`config.mk`:
```
export PLATFORM = sky130hd
export DESIGN_NAME = lfsr_prng_stream
export DESIGN_NICKNAME = d
export VERILOG_FILES = /design/src/rtl/prng_pkg.sv /design/src/rtl/lfsr_core.sv /design/src/rtl/lfsr_prng_stream.sv
export SDC_FILE = /design/constraint.sdc
export NUM_CORES = 1
export LEC_CHECK = 0
export ABC_AREA = 1
export CORE_MARGIN = 3
export CORE_UTILIZATION = 40
export CTS_CLUSTER_SIZE = 16
export DETAILED_ROUTE_END_ITERATION = 16
export SLEW_MARGIN = 0
export SYNTH_ARGS = -nofsm -noshare
export SYNTH_HDL_FRONTEND = slang
export SYNTH_HIERARCHICAL = 1
export SYNTH_SLANG_ARGS = --single-unit
```
`constraint.sdc`:
```
create_clock -name clk -period 2.5 [get_ports clk]
set_input_delay 0.5 -clock clk [delete_from_list [all_inputs] [get_ports clk]]
set_output_delay 0.5 -clock clk [all_outputs]
set_load 0.05 [all_outputs]
```
`src/rtl/prng_pkg.sv`:
```
// Shared constants and helpers for the lane-parallel Galois LFSR stream generator:
// feedback taps, golden-ratio lane spreading, default seed and FSM states.
package prng_pkg;

    localparam logic [63:0] GOLDEN       = 64'h9E37_79B9_7F4A_7C15;
    localparam logic [63:0] DEFAULT_SEED = 64'h0000_0000_0000_0001;

    typedef enum logic [0:0] {
        ST_WARMUP = 1'b0,
        ST_RUN    = 1'b1
    } prng_state_e;

    // Maximal-length right-shift Galois feedback mask for each supported width.
    function automatic logic [63:0] lfsr_taps(input int w);
        logic [63:0] t;
        case (w)
            32'sd16: t = 64'h0000_0000_0000_B400;
            32'sd24: t = 64'h0000_0000_00E1_0000;
            32'sd32: t = 64'h0000_0000_8020_0003;
            32'sd64: t = 64'hD800_0000_0000_0000;
            default: t = 64'h0000_0000_8020_0003;
        endcase
        return t;
    endfunction

    function automatic logic [63:0] width_mask(input int w);
        logic [63:0] m;
        if (w >= 32'sd64) begin
            m = {64{1'b1}};
        end else begin
            m = (64'd1 << w) - 64'd1;
        end
        return m;
    endfunction

    // The golden constant is narrowed by keeping its most significant bits.
    function automatic logic [63:0] golden_trunc(input int w);
        return GOLDEN >> (32'sd64 - w);
    endfunction

    // Lane k seed; an all-zero LFSR would lock up, so zero is replaced by one.
    function automatic logic [63:0] lane_seed(input logic [63:0] base, input int k, input int w);
        logic [63:0] s;
        s = (base ^ (64'(k) * golden_trunc(w))) & width_mask(w);
        if (s == 64'd0) begin
            s = 64'd1;
        end else begin
            s = s;
        end
        return s;
    endfunction

endpackage

```
`src/rtl/lfsr_core.sv`:
```
// One generator lane: a right-shifting Galois LFSR with load, step and hold.
module lfsr_core
    import prng_pkg::*;
#(
    parameter int               WIDTH      = 32,
    parameter logic [WIDTH-1:0] TAPS       = WIDTH'(lfsr_taps(WIDTH)),
    parameter logic [WIDTH-1:0] RESET_SEED = WIDTH'(DEFAULT_SEED)
) (
    input  logic             clk,
    input  logic             resetn,
    input  logic             load,
    input  logic [WIDTH-1:0] load_value,
    input  logic             step,
    output logic [WIDTH-1:0] state
);

    logic [WIDTH-1:0] state_r;
    logic [WIDTH-1:0] stepped_s;

    // Next LFSR value if this lane is advanced.
    always_comb begin
        stepped_s = state_r >> 1;
        if (state_r[0]) begin
            stepped_s = (state_r >> 1) ^ TAPS;
        end else begin
            stepped_s = state_r >> 1;
        end
    end

    // Lane state register; reseeding wins over stepping.
    always_ff @(posedge clk) begin
        if (!resetn) begin
            state_r <= RESET_SEED;
        end else if (load) begin
            state_r <= load_value;
        end else if (step) begin
            state_r <= stepped_s;
        end else begin
            state_r <= state_r;
        end
    end

    assign state = state_r;

endmodule

```
`src/rtl/lfsr_prng_stream.sv`:
```
// Multi-lane LFSR pseudo-random word stream with warm-up and valid/ready output.
// Optional macro LFSR_PRNG_SCALE_EN adds a scale input mapping each lane into [0, scale).
module lfsr_prng_stream
    import prng_pkg::*;
#(
    parameter int WIDTH  = 32,
    parameter int LANES  = 4,
    parameter int WARMUP = 64
) (
    input  logic                   clk,
    input  logic                   resetn,
    input  logic                   seed_load,
    input  logic [WIDTH-1:0]       seed,
    input  logic                   enable,
    output logic                   out_valid,
    input  logic                   out_ready,
    output logic [LANES*WIDTH-1:0] out_data,
`ifdef LFSR_PRNG_SCALE_EN
    input  logic [WIDTH-1:0]       scale,
`endif
    output logic                   busy
);

    localparam logic [10:0] WARM_LAST = (WARMUP > 32'sd0) ? 11'(WARMUP - 32'sd1) : 11'd0;

    prng_state_e            state_r;
    prng_state_e            state_nxt_s;
    logic [10:0]            warm_cnt_r;
    logic [10:0]            warm_cnt_nxt_s;
    logic                   step_s;
    logic                   emit_s;
    logic                   drain_s;
    logic                   out_valid_r;
    logic                   busy_r;
    logic [LANES*WIDTH-1:0] out_data_r;
    logic [LANES*WIDTH-1:0] word_s;
    logic [WIDTH-1:0]       base_s;
    logic [WIDTH-1:0]       lane_seed_s  [LANES];
    logic [WIDTH-1:0]       lane_state_s [LANES];

    assign base_s = (seed == '0) ? WIDTH'(DEFAULT_SEED) : seed;

    for (genvar k = 0; k < LANES; k++) begin : g_lane
        localparam logic [WIDTH-1:0] RST_SEED = WIDTH'(lane_seed(DEFAULT_SEED, k, WIDTH));

        assign lane_seed_s[k] = WIDTH'(lane_seed(64'(base_s), k, WIDTH));

        lfsr_core #(
            .WIDTH      (WIDTH),
            .TAPS       (WIDTH'(lfsr_taps(WIDTH))),
            .RESET_SEED (RST_SEED)
        ) u_core (
            .clk        (clk),
            .resetn     (resetn),
            .load       (seed_load),
            .load_value (lane_seed_s[k]),
            .step       (step_s),
            .state      (lane_state_s[k])
        );

`ifdef LFSR_PRNG_SCALE_EN
        logic [2*WIDTH-1:0] prod_s;
        assign prod_s = {{WIDTH{1'b0}}, lane_state_s[k]} * {{WIDTH{1'b0}}, scale};
        assign word_s[k*WIDTH +: WIDTH] = prod_s[2*WIDTH-1:WIDTH];
`else
        assign word_s[k*WIDTH +: WIDTH] = lane_state_s[k];
`endif
    end

    // FSM state and warm-up counter.
    always_ff @(posedge clk) begin
        if (!resetn) begin
            state_r    <= ST_WARMUP;
            warm_cnt_r <= 11'd0;
        end else begin
            state_r    <= state_nxt_s;
            warm_cnt_r <= warm_cnt_nxt_s;
        end
    end

    // Next state and lane/output control; a reseed overrides everything.
    always_comb begin
        state_nxt_s    = state_r;
        warm_cnt_nxt_s = warm_cnt_r;
        step_s         = 1'b0;
        emit_s         = 1'b0;
        drain_s        = 1'b0;
        if (seed_load) begin
            state_nxt_s    = ST_WARMUP;
            warm_cnt_nxt_s = 11'd0;
        end else begin
            case (state_r)
                ST_WARMUP: begin
                    if (WARMUP == 32'sd0) begin
                        state_nxt_s = ST_RUN;
                    end else begin
                        step_s = 1'b1;
                        if (warm_cnt_r == WARM_LAST) begin
                            state_nxt_s    = ST_RUN;
                            warm_cnt_nxt_s = 11'd0;
                        end else begin
                            warm_cnt_nxt_s = warm_cnt_r + 11'd1;
                        end
                    end
                end
                ST_RUN: begin
                    // A slot is free when nothing is held or the held word leaves now.
                    if ((!out_valid_r || out_ready) && enable) begin
                        emit_s = 1'b1;
                        step_s = 1'b1;
                    end else if (out_valid_r && out_ready) begin
                        drain_s = 1'b1;
                    end else begin
                        drain_s = 1'b0;
                    end
                end
                default: begin
                    state_nxt_s    = ST_WARMUP;
                    warm_cnt_nxt_s = 11'd0;
                end
            endcase
        end
    end

    // Output word, valid flag and busy flag.
    always_ff @(posedge clk) begin
        if (!resetn) begin
            out_valid_r <= 1'b0;
            out_data_r  <= '0;
            busy_r      <= 1'b0;
        end else begin
            busy_r <= (state_nxt_s == ST_WARMUP);
            if (seed_load) begin
                out_valid_r <= 1'b0;
            end else if (emit_s) begin
                out_valid_r <= 1'b1;
                out_data_r  <= word_s;
            end else if (drain_s) begin
                out_valid_r <= 1'b0;
            end else begin
                out_valid_r <= out_valid_r;
            end
        end
    end

    assign out_valid = out_valid_r;
    assign out_data  = out_data_r;
    assign busy      = busy_r;

endmodule

```
Word level (Yosys, flattened, before mapping) --
Index checks and enable logic that the tools add are counted.
Cells by class: muxes and demuxes 32, reductions and logical operators 13, $add $sub $neg 1, bitwise logic cells 11, equality and inequality tests 1
Operators by type and width (count):
- two-way mux 32 bit | 17
- zero test 64 bit | 4
- zero test 32 bit | 1
- NOT 20 bit | 1
- NOT 19 bit | 1
- NOT 18 bit | 1
- NOT 3 -> 4 bit | 4
- two-way mux 1 bit | 13
- adder 11 x 1 -> 11 bit (second input constant) | 1
- equality test 11 x 6 -> 1 bit (second input constant) | 1
- two-way mux 11 bit | 1
- NOT 1 bit | 4
- nonzero test 2 bit | 2
- logical AND 1 bit | 2
- case mux 1 bit (2 select lines) | 1
- AND reduction 2 bit | 1
- OR reduction 2 bit | 1
- zero test 1 bit | 1
- logical OR 1 bit | 1
Word-level totals: logic and storage cells 67, flip-flop bits (word level) 270, input port bits 37, output and inout bits 130

Logic depth before layout (Yosys ltp) --
Gate-level depths: netlist of run 1.
depth in word-level cells 8, gate-level depth with buffers 12, gate-level depth less buffers 12

Cells and area by module --
The synthesis of run 1 kept the hierarchy.
By module, submodules not included:
- lfsr_prng_stream | cells an instance 848, instances 1, sequential area each 2842.7 um2, area an instance 5844.4 um2
- lfsr_core (g_lane[0].u_core) | cells an instance 248, instances 1, sequential area each 640.6 um2, area an instance 1627.8 um2
- lfsr_core (g_lane[3].u_core) | cells an instance 208, instances 1, sequential area each 640.6 um2, area an instance 1490.2 um2
- lfsr_core (g_lane[1].u_core) | cells an instance 198, instances 1, sequential area each 640.6 um2, area an instance 1457.6 um2
- lfsr_core (g_lane[2].u_core) | cells an instance 207, instances 1, sequential area each 640.6 um2, area an instance 1438.9 um2

Worst setup path after synthesis of run 1 --
OpenSTA, ideal clock, no wires.
path kind reg2reg, from register out_valid_r, in the netlist out_valid, to register g_lane[3].u_core.state_r[10], setup time 0.134 ns, arrival time 2.295 ns, period minus slack after synthesis 2.429 ns, required time 2.366 ns, stages on the path, launching flop included 9, setup slack 0.071 ns, buffers on the path 2, path through dfxtp_1 -> nand2_1 -> nand2_1 -> a21oi_1 -> buf_4 -> nor2_8 -> buf_6 -> a22oi_1 -> nand3_1
Between the ends: cells in the longest elaborated chain, start to end 7
RTL lines:
- from (decl) | line lfsr_prng_stream.sv:33 | logic out_valid_r;
- from (signal assigned) | line lfsr_prng_stream.sv:141 | out_valid_r <= out_valid_r;
- zero test 1 bit | line lfsr_prng_stream.sv:108 | if ((!out_valid_r || out_ready) && enable) begin
- logical OR 1 bit | line lfsr_prng_stream.sv:108
- logical AND 1 bit | line lfsr_prng_stream.sv:108
- two-way mux 1 bit | line lfsr_prng_stream.sv:108
- case mux 1 bit (2 select lines) | line lfsr_prng_stream.sv:92 | case (state_r)
- two-way mux 1 bit | line lfsr_prng_stream.sv:88 | if (seed_load) begin
- net step_s | line lfsr_prng_stream.sv:30 | logic step_s;
- nonzero test 2 bit (no source line)
- to (signal assigned) | line lfsr_core.sv:35 | state_r <= load_value;
- to (signal assigned) | line lfsr_core.sv:37 | state_r <= stepped_s;
- to (signal assigned) | line lfsr_core.sv:39 | state_r <= state_r;
- to (decl) | line lfsr_core.sv:17 | logic [WIDTH-1:0] state_r;
The timed path passes the listed nets, and every way through them passes these cells. A chain may end at the register's enable or synchronous reset.

Worst setup path after layout of run 1 --
from register out_data_r[30], in the netlist out_data[30], to output out_data[30]
RTL lines:
- from (decl) | line lfsr_prng_stream.sv:35 | logic [LANES*WIDTH-1:0] out_data_r;
- from (signal assigned) | line lfsr_prng_stream.sv:137 | out_data_r <= word_s;
- to (decl) | line lfsr_prng_stream.sv:17 | output logic [LANES*WIDTH-1:0] out_data,
No word-level cell between the ends.

==> impl_metrics.yaml, run 1 <==
pwr:
  p_seq_share_pct: 46.2
  power_density_nw_per_um2: 674.2
  p_comb_share_pct: 8.6
  p_sw_share_pct: 24.56
  p_int_w: 0.007524
  p_leak_nw: 6.902
  clkPwrFrac_pct: 45.1
  power_switching_w: 0.002449
  max-vdd-ir-drop_mv: 0.4726
cells_and_area:
  design_area_um2: 14790
  fill_cells: 2856
  mostFrequentLayoutCells: "nand2_1 (346), nor2_1 (284), dfxtp_1 (270), nand3_1 (193), clkdlybuf4s50_1 (164)"
  final_common_cell: "nand2_1"
  final_nets: 1852
  synthToLayoutAreaGrowth_pct: 24.73
  antennaDiodeCount: 0
  drive_gt1_share_pct: 8.442
global_routing:
  grt_pass1_vias: 10210
  antenna_found_initial: 0
  grt-ovfl-total: 0
  grt_max_degree: 129
  grt_use_total_pct: 23.18
  grt_pass1_wl_um: 58300
timing:
  max_slew_margin_pct: 51.14
  period_needed_ns: 2.252
  slew_violations: 0
  tightest_slew_ns: 0.7312
  finalHoldViolCount: 0
  setup_viol: 0
  finClkSkew_ns: 0.01566
  fin_crit_sh_pct: 90.07
  fmax_ghz: 0.4441
  fin_tns_setup_ns: 0
  grt_setup_unrepaired: "no"
place:
  gp_congestion: 0.9516
  dpl-instance-area_um2: 13790
  dpl.hpwl_um: 25910
  io_buffers: 166
clocking:
  clkTransAtPathRegs_ns: 0.07
  cts_tree: "built"
  clock-sinks: 270
  post_cts_buffers: 0
  numCtsBuffers: 29
  post_cts_resized: 0
  worstSkewPairLatency_ns: 0.55
  holdBufCountCts: 0
  ctsHtreeMaxLevel: 1
  clock-root-buffer: "clkbuf_16"
  cts_buffer_depth: 3
setup_path:
  crit_fanout: 2
  criticalPathCategory: "flop to output pin"
  path_buf_inv: 1
  max_stage_delay_ns: 0.83
  startpoint_type: "flop"
  worstPathRequired_ns: 2.00
  cp_top_family: "buffers and inverters"
  worst_setup_path_end_kind: "output pin"
  path_cells: "clkdlybuf4s50_1"
  critical_path_arrival_ns: 1.75
  cp_slowest_cell: "clkdlybuf4s50_1"
floorplanning:
  dieArea_um2: 31750
  start_util_pct: 40.98
  io_pins: 167
  rows: 62
  core_um2: 28940
  dieHeight_um: 178.2
  fp.dieW_um: 178.2
yosys:
  syn-cell-area_um2: 11860
  synthDistinctLibCells: 36
  synthTopCellsByArea: "dfxtp_1 (46%), nand2_1 (11%), nor2_1 (9.0%), nand3_1 (8.1%), inv_1 (4.8%)"
  syn_inst: 1709
  synth_top_area_share_pct: 45.58
  ys_ff_latch: 270
  ys_warn_count: 6
  syn_nets: 1747
  yosys.area.top_type: "dfxtp_1"
  avgSynthCellArea_um2: 6.939
  synth-seq-area-share_pct: 45.58
route:
  first_pass_iters: 5
  drt-vias-per-instance: 5.027
  drt_wl_total_um: 37410
  ant_nets: 0
  wl_per_cell_um: 16.85
  remaining_drc_errors: 0
  vias: 11160
  dr.first_iter.drc_count: 909
flow_run:
  drv_cap: 0
status:
  outcome: "complete, no violations"
min_path:
  hold_path_class: "input pin to flop"
## cell type report
class	count	area (um2)	share of cell area, %
clock buffers	39	793.3	5.363
inverters	163	615.6	4.162
flip-flops and latches	270	5405	36.54
repair buffers	243	2322	15.70
multi-input cells	1107	4971	33.61
well taps	384	480.5	3.248
clock inverters	14	203.9	1.379
## through the flow
step	hold WS [ns]	setup slack [ns]	cells	utilization [%]	total power, W
2_1_floorplan	0.4513	0.07100	1709	-	0.005205
3_3_place_gp	0.4694	0.07434	2167	47.67	0.005546
3_5_place_dp	0.4736	0.08511	2167	47.67	0.005552
4_1_cts	0.2830	0.2407	2220	51.12	0.01004
5_1_grt	0.3090	0.2106	2220	51.12	0.01035
6_report	0.3068	0.2482	2220	51.12	0.009972
## power by group through the flow
| stage | registers, W | logic (W) | clock network [W] |
|---|---|---|---|
| finish | 0.00461 | 0.000862 | 0.00450 |
| global route | 0.00463 | 0.000951 | 0.00478 |
| global placement | 0.00470 | 0.000845 | 0 |
| detailed placement | 0.00470 | 0.000852 | 0 |
| CTS | 0.00461 | 0.000857 | 0.00458 |
| floorplan | 0.00465 | 0.000556 | 0 |
## registers in the layout, indices dropped and copies added, names as in the netlist
signal / cells
out_valid: 1
warm_cnt_r: 11
out_data: 128
busy: 1
g_lane.u_core/state: 128
state_r: 1
## synthesized netlist by cell type
master,n
o211ai_1,3
nand3b_1,1
buf_6,20
a22oi_1,16
nand3_2,2
inv_4,1
nor3b_2,1
o41ai_1,1
nor2_1,284
o21ai_1,28
nor2_4,5
nor3_4,1
or2_2,2
nor2_8,1
a21oi_2,3
buf_2,40
xnor2_1,7
nand4_1,11
o21ai_2,1
nand2_2,2
nand3_1,193
a21oi_1,68
o31ai_1,1
inv_1,153
inv_2,9
nand2_1,346
o211a_1,1
nor3_1,12
buf_1,3
dfxtp_1,270
o21a_1,1
o21ai_0,114
nor2_2,1
ha_1,1
clkbuf_1,94
buf_4,12
## cells by family after synthesis
logic type | count (synthesis) | synth area share, %
and+or+nand+nor | 862 | 30.56
xor gates and xnor gates | 7 | 0.5170
adders and majority gates | 1 | 0.1055
AOI/OAI and AO/OA | 237 | 10.65
DFF | 270 | 45.58
buffers and inverters | 332 | 12.60
## final timing paths
check	from	to	slack, ns	depth (start not counted)
max	out_data[30]	out_data[30]	0.25	1
min reg2reg	g_lane[2].u_core/state[7]	g_lane[2].u_core/state[6]	0.47	2
max reg2reg	out_valid	g_lane[0].u_core/state[14]	0.66	9
min	resetn	g_lane[2].u_core/state[3]	0.31	3
## metal layers
metal / track usage (%) / vias to the layer above / part of all wire (%)
met3: 3.257 / 56 / 6.4
met2: 35.06 / 360 / 43
li1: - / 5563 / -
met4: 5.584 / 0 / 2.3
met1: 34.80 / 5180 / 48
met5: 0 / - / 0
Power figures use the tool's default switching activity.
==> inputs of run 2 (changes only) <==
--- a/config.mk
+++ b/config.mk
@@ -13,5 +13,4 @@
 export SLEW_MARGIN = 0
 export SYNTH_ARGS = -nofsm -noshare
 export SYNTH_HDL_FRONTEND = slang
-export SYNTH_HIERARCHICAL = 1
 export SYNTH_SLANG_ARGS = --single-unit
==> run 2 against run 1 <==
  * Flip-flop and latch count did not move
  * Register-to-register slack better by 0.23 ns
  * Worst hold slack better by 0.090 ns
  * Via count is 8.7% lower
  * Clock power rose by 5.8%
  * Total power up 0.47%
  * Final cell count down 13%
  * Critical path type unchanged
  * Largest cell class unchanged
==> impl_metrics.yaml, run 2 <==
status:
  outcome: "complete, no violations"
min_path:
  hold_path_depth: 3
  min-delay-start: "resetn"
  min_to: "out_data[22]"
  hold_path_class: "input pin to flop"
yosys:
  synth_mux_area_share_pct: 0
  synth_compound_area_share_pct: 24.56
  ys_ff_latch: 270
  synth_top_family_by_area: "compound AO/OA/AOI/OAI gates"
  synth_top_area_share_pct: 50.16
  yosysMostFrequentCell: "dfxtp_1"
  synthSimpleGateAreaFrac_pct: 16.78
  syn_nets: 1471
  synth_ff_type: "dfxtp_1"
  synthTopCellsByArea: "dfxtp_1 (50%), a21oi_1 (9.7%), o21ai_0 (9.0%), nor2_1 (6.7%), nand2_1 (6.2%)"
  async_reset_ff_share_pct: 0
  synthTopCellsByCount: "dfxtp_1 (270), a21oi_1 (209), o21ai_0 (194)"
  syn_inst: 1433
  synth-adder-area-share_pct: 0.1161
  synth-edff-count: 0
  ys_warn_count: 0
  syn-cell-area_um2: 10780
  yosys.area.top_type: "dfxtp_1"
  synthXorXnorAreaFrac_pct: 0.4064
  synth-seq-area-share_pct: 50.16
  avgSynthCellArea_um2: 7.520
  synthDistinctLibCells: 34
floorplanning:
  io_pins: 167
  core_um2: 26280
  fp.dieW_um: 170.1
  rows: 59
  dieArea_um2: 28950
  dieHeight_um: 170.1
  start_util_pct: 41.01
setup_path:
  path_buf_inv: 1
  critical_path_arrival_ns: 1.75
  reg2reg_from: "state_r"
  criticalPathCategory: "flop to output pin"
  crit_fanout: 2
  worstPathRequired_ns: 2.00
  worst_setup_path_end_kind: "output pin"
  startpoint_type: "flop"
  r2r_cells: 8
  cp_slowest_cell: "clkdlybuf4s50_1"
  cp_top_family: "buffers and inverters"
  max_stage_delay_ns: 0.83
  reg2reg_slack_ns: 0.89
  path_cells: "clkdlybuf4s50_1"
  r2r-end: "out_data[74]"
timing:
  setup_viol: 0
  max_slew_margin_pct: 56.25
  fin_tns_setup_ns: 0
  fmax_ghz: 0.4445
  fin_crit_sh_pct: 89.99
  whs_ns: 0.3966
  tightest_slew_ns: 0.6562
  period_needed_ns: 2.250
  worst_slack_ns: 0.2501
  grt_setup_unrepaired: "no"
  finalHoldViolCount: 0
  finClkSkew_ns: 0.007164
  slew_violations: 0
clocking:
  numCtsBuffers: 29
  cts_buffer_depth: 3
  cts_tree: "built"
  clock-root-buffer: "clkbuf_16"
  post_cts_resized: 0
  holdBufCountCts: 0
  ctsHtreeMaxLevel: 1
  post_cts_buffers: 0
  clkTransAtPathRegs_ns: 0.06
  clock-sinks: 270
  worstSkewPairLatency_ns: 0.54
cells_and_area:
  antennaDiodeCount: 0
  final_nets: 1603
  synthToLayoutAreaGrowth_pct: 28.42
  drive_gt1_share_pct: 6.868
  fill_cells: 2566
  final_common_cell: "dfxtp_1"
  mostFrequentLayoutCells: "dfxtp_1 (270), a21oi_1 (209), o21ai_0 (194), nor2_1 (193), nand2_1 (179)"
  fin_cells: 1922
pwr:
  p_sw_share_pct: 23.24
  p_leak_nw: 5.706
  p_comb_share_pct: 6.9
  clkPwrFrac_pct: 47.6
  p_seq_share_pct: 45.6
  max-vdd-ir-drop_mv: 0.3906
  power_density_nw_per_um2: 723.9
  p_int_w: 0.007690
  power_switching_w: 0.002329
flow_run:
  drv_cap: 0
global_routing:
  grt-ovfl-total: 0
  grt_max_degree: 144
  use_met2_pct: 35.75
  grt_use_total_pct: 24.18
  grt_pass1_wl_um: 55530
  top_usage_layer: "met1"
  grt_pass1_vias: 9436
  met1_usage_pct: 36.24
  antenna_found_initial: 2
  met3_usage_pct: 3.438
route:
  remaining_drc_errors: 0
  dr.first_iter.drc_count: 1073
  first_pass_iters: 5
  ant_nets: 0
  wl_per_cell_um: 18.52
  vias: 10190
  drt-vias-per-instance: 5.300
  drt_wl_total_um: 35600
place:
  post-place-ws_ns: 0.3232
  gp_congestion: 0.9916
  io_buffers: 166
  dp.cells: 1869
  dpl.hpwl_um: 25070
run 2: worst max-delay path by stage:
| stage | startpoint | to | slack (ns) | cells past startpoint |
|---|---|---|---|---|
| after floorplan | out_valid | g_lane[1].u_core.state[12] | 0.91 | 7 |
| after global placement | seed[28] | g_lane[3].u_core.state[0] | 0.29 | 9 |
| after detailed placement | out_ready | g_lane[2].u_core.state[0] | 0.32 | 10 |
| after CTS | out_data[115] | out_data[115] | 0.25 | 1 |
| after global routing | out_data[115] | out_data[115] | 0.21 | 1 |
| final | out_data[115] | out_data[115] | 0.25 | 1 |
run 2: power by group through the flow:
stage | clock network [W] | registers (W) | logic, W
floorplan | 0 | 0.00461 | 0.000386
global placement | 0 | 0.00466 | 0.000674
detailed placement | 0 | 0.00466 | 0.000677
CTS | 0.00485 | 0.00456 | 0.000681
global route | 0.00502 | 0.00458 | 0.000758
finish | 0.00476 | 0.00457 | 0.000688
run 2: cell type report:
type / instances / area [um2] / area share [%]
flip-flops and latches: 270 / 5405 / 39.06
multi-input cells: 963 / 4516 / 32.63
repair buffers: 206 / 2067 / 14.94
clock buffers: 40 / 857.1 / 6.193
well taps: 335 / 419.2 / 3.029
inverters: 95 / 356.6 / 2.577
clock inverters: 13 / 219.0 / 1.582
run 2: cells by family after synthesis:
| kind of cell | count (synthesis) |
|---|---|
| buffers and inverters | 200 |
| AND/OR/NAND/NOR | 445 |
| adder cells (fa/ha/maj) | 1 |
| XOR/XNOR | 5 |
| AO/OA/AOI/OAI | 512 |
| flip-flops | 270 |
run 2: stage by stage:
step           utilization [%]  cell area [um2]  total power [W]
6_report                 52.66            13840          0.01002
2_1_floorplan                -            10780         0.004999
3_3_place_gp             48.57            12760         0.005331
3_5_place_dp             48.57            12760         0.005334
4_1_cts                  52.66            13840          0.01009
5_1_grt                  52.66            13840          0.01036
run 2: worst min-delay path: stages:
cell and delay, ns:
buf_4 0.22, o21ai_0 0.11, a21oi_1 0.04
run 2: layer usage:
metal	routed length [um]	share of wire, %	vias to the layer above
li1	-	-	5062
met1	16780	47	4676
met2	15350	43	385
met3	2219	6.2	60
met4	1228	3.4	4
met5	15	0.042	-
==> inputs of run 3 (changes only) <==
--- a/config.mk
+++ b/config.mk
@@ -10,6 +10,7 @@
 export CORE_UTILIZATION = 40
 export CTS_CLUSTER_SIZE = 16
 export DETAILED_ROUTE_END_ITERATION = 16
+export SETUP_SLACK_MARGIN = 0.15
 export SLEW_MARGIN = 0
 export SYNTH_ARGS = -nofsm -noshare
 export SYNTH_HDL_FRONTEND = slang
==> results of run 3 <==
No change in the layout: final DEF, timing and power equal those of run 2.
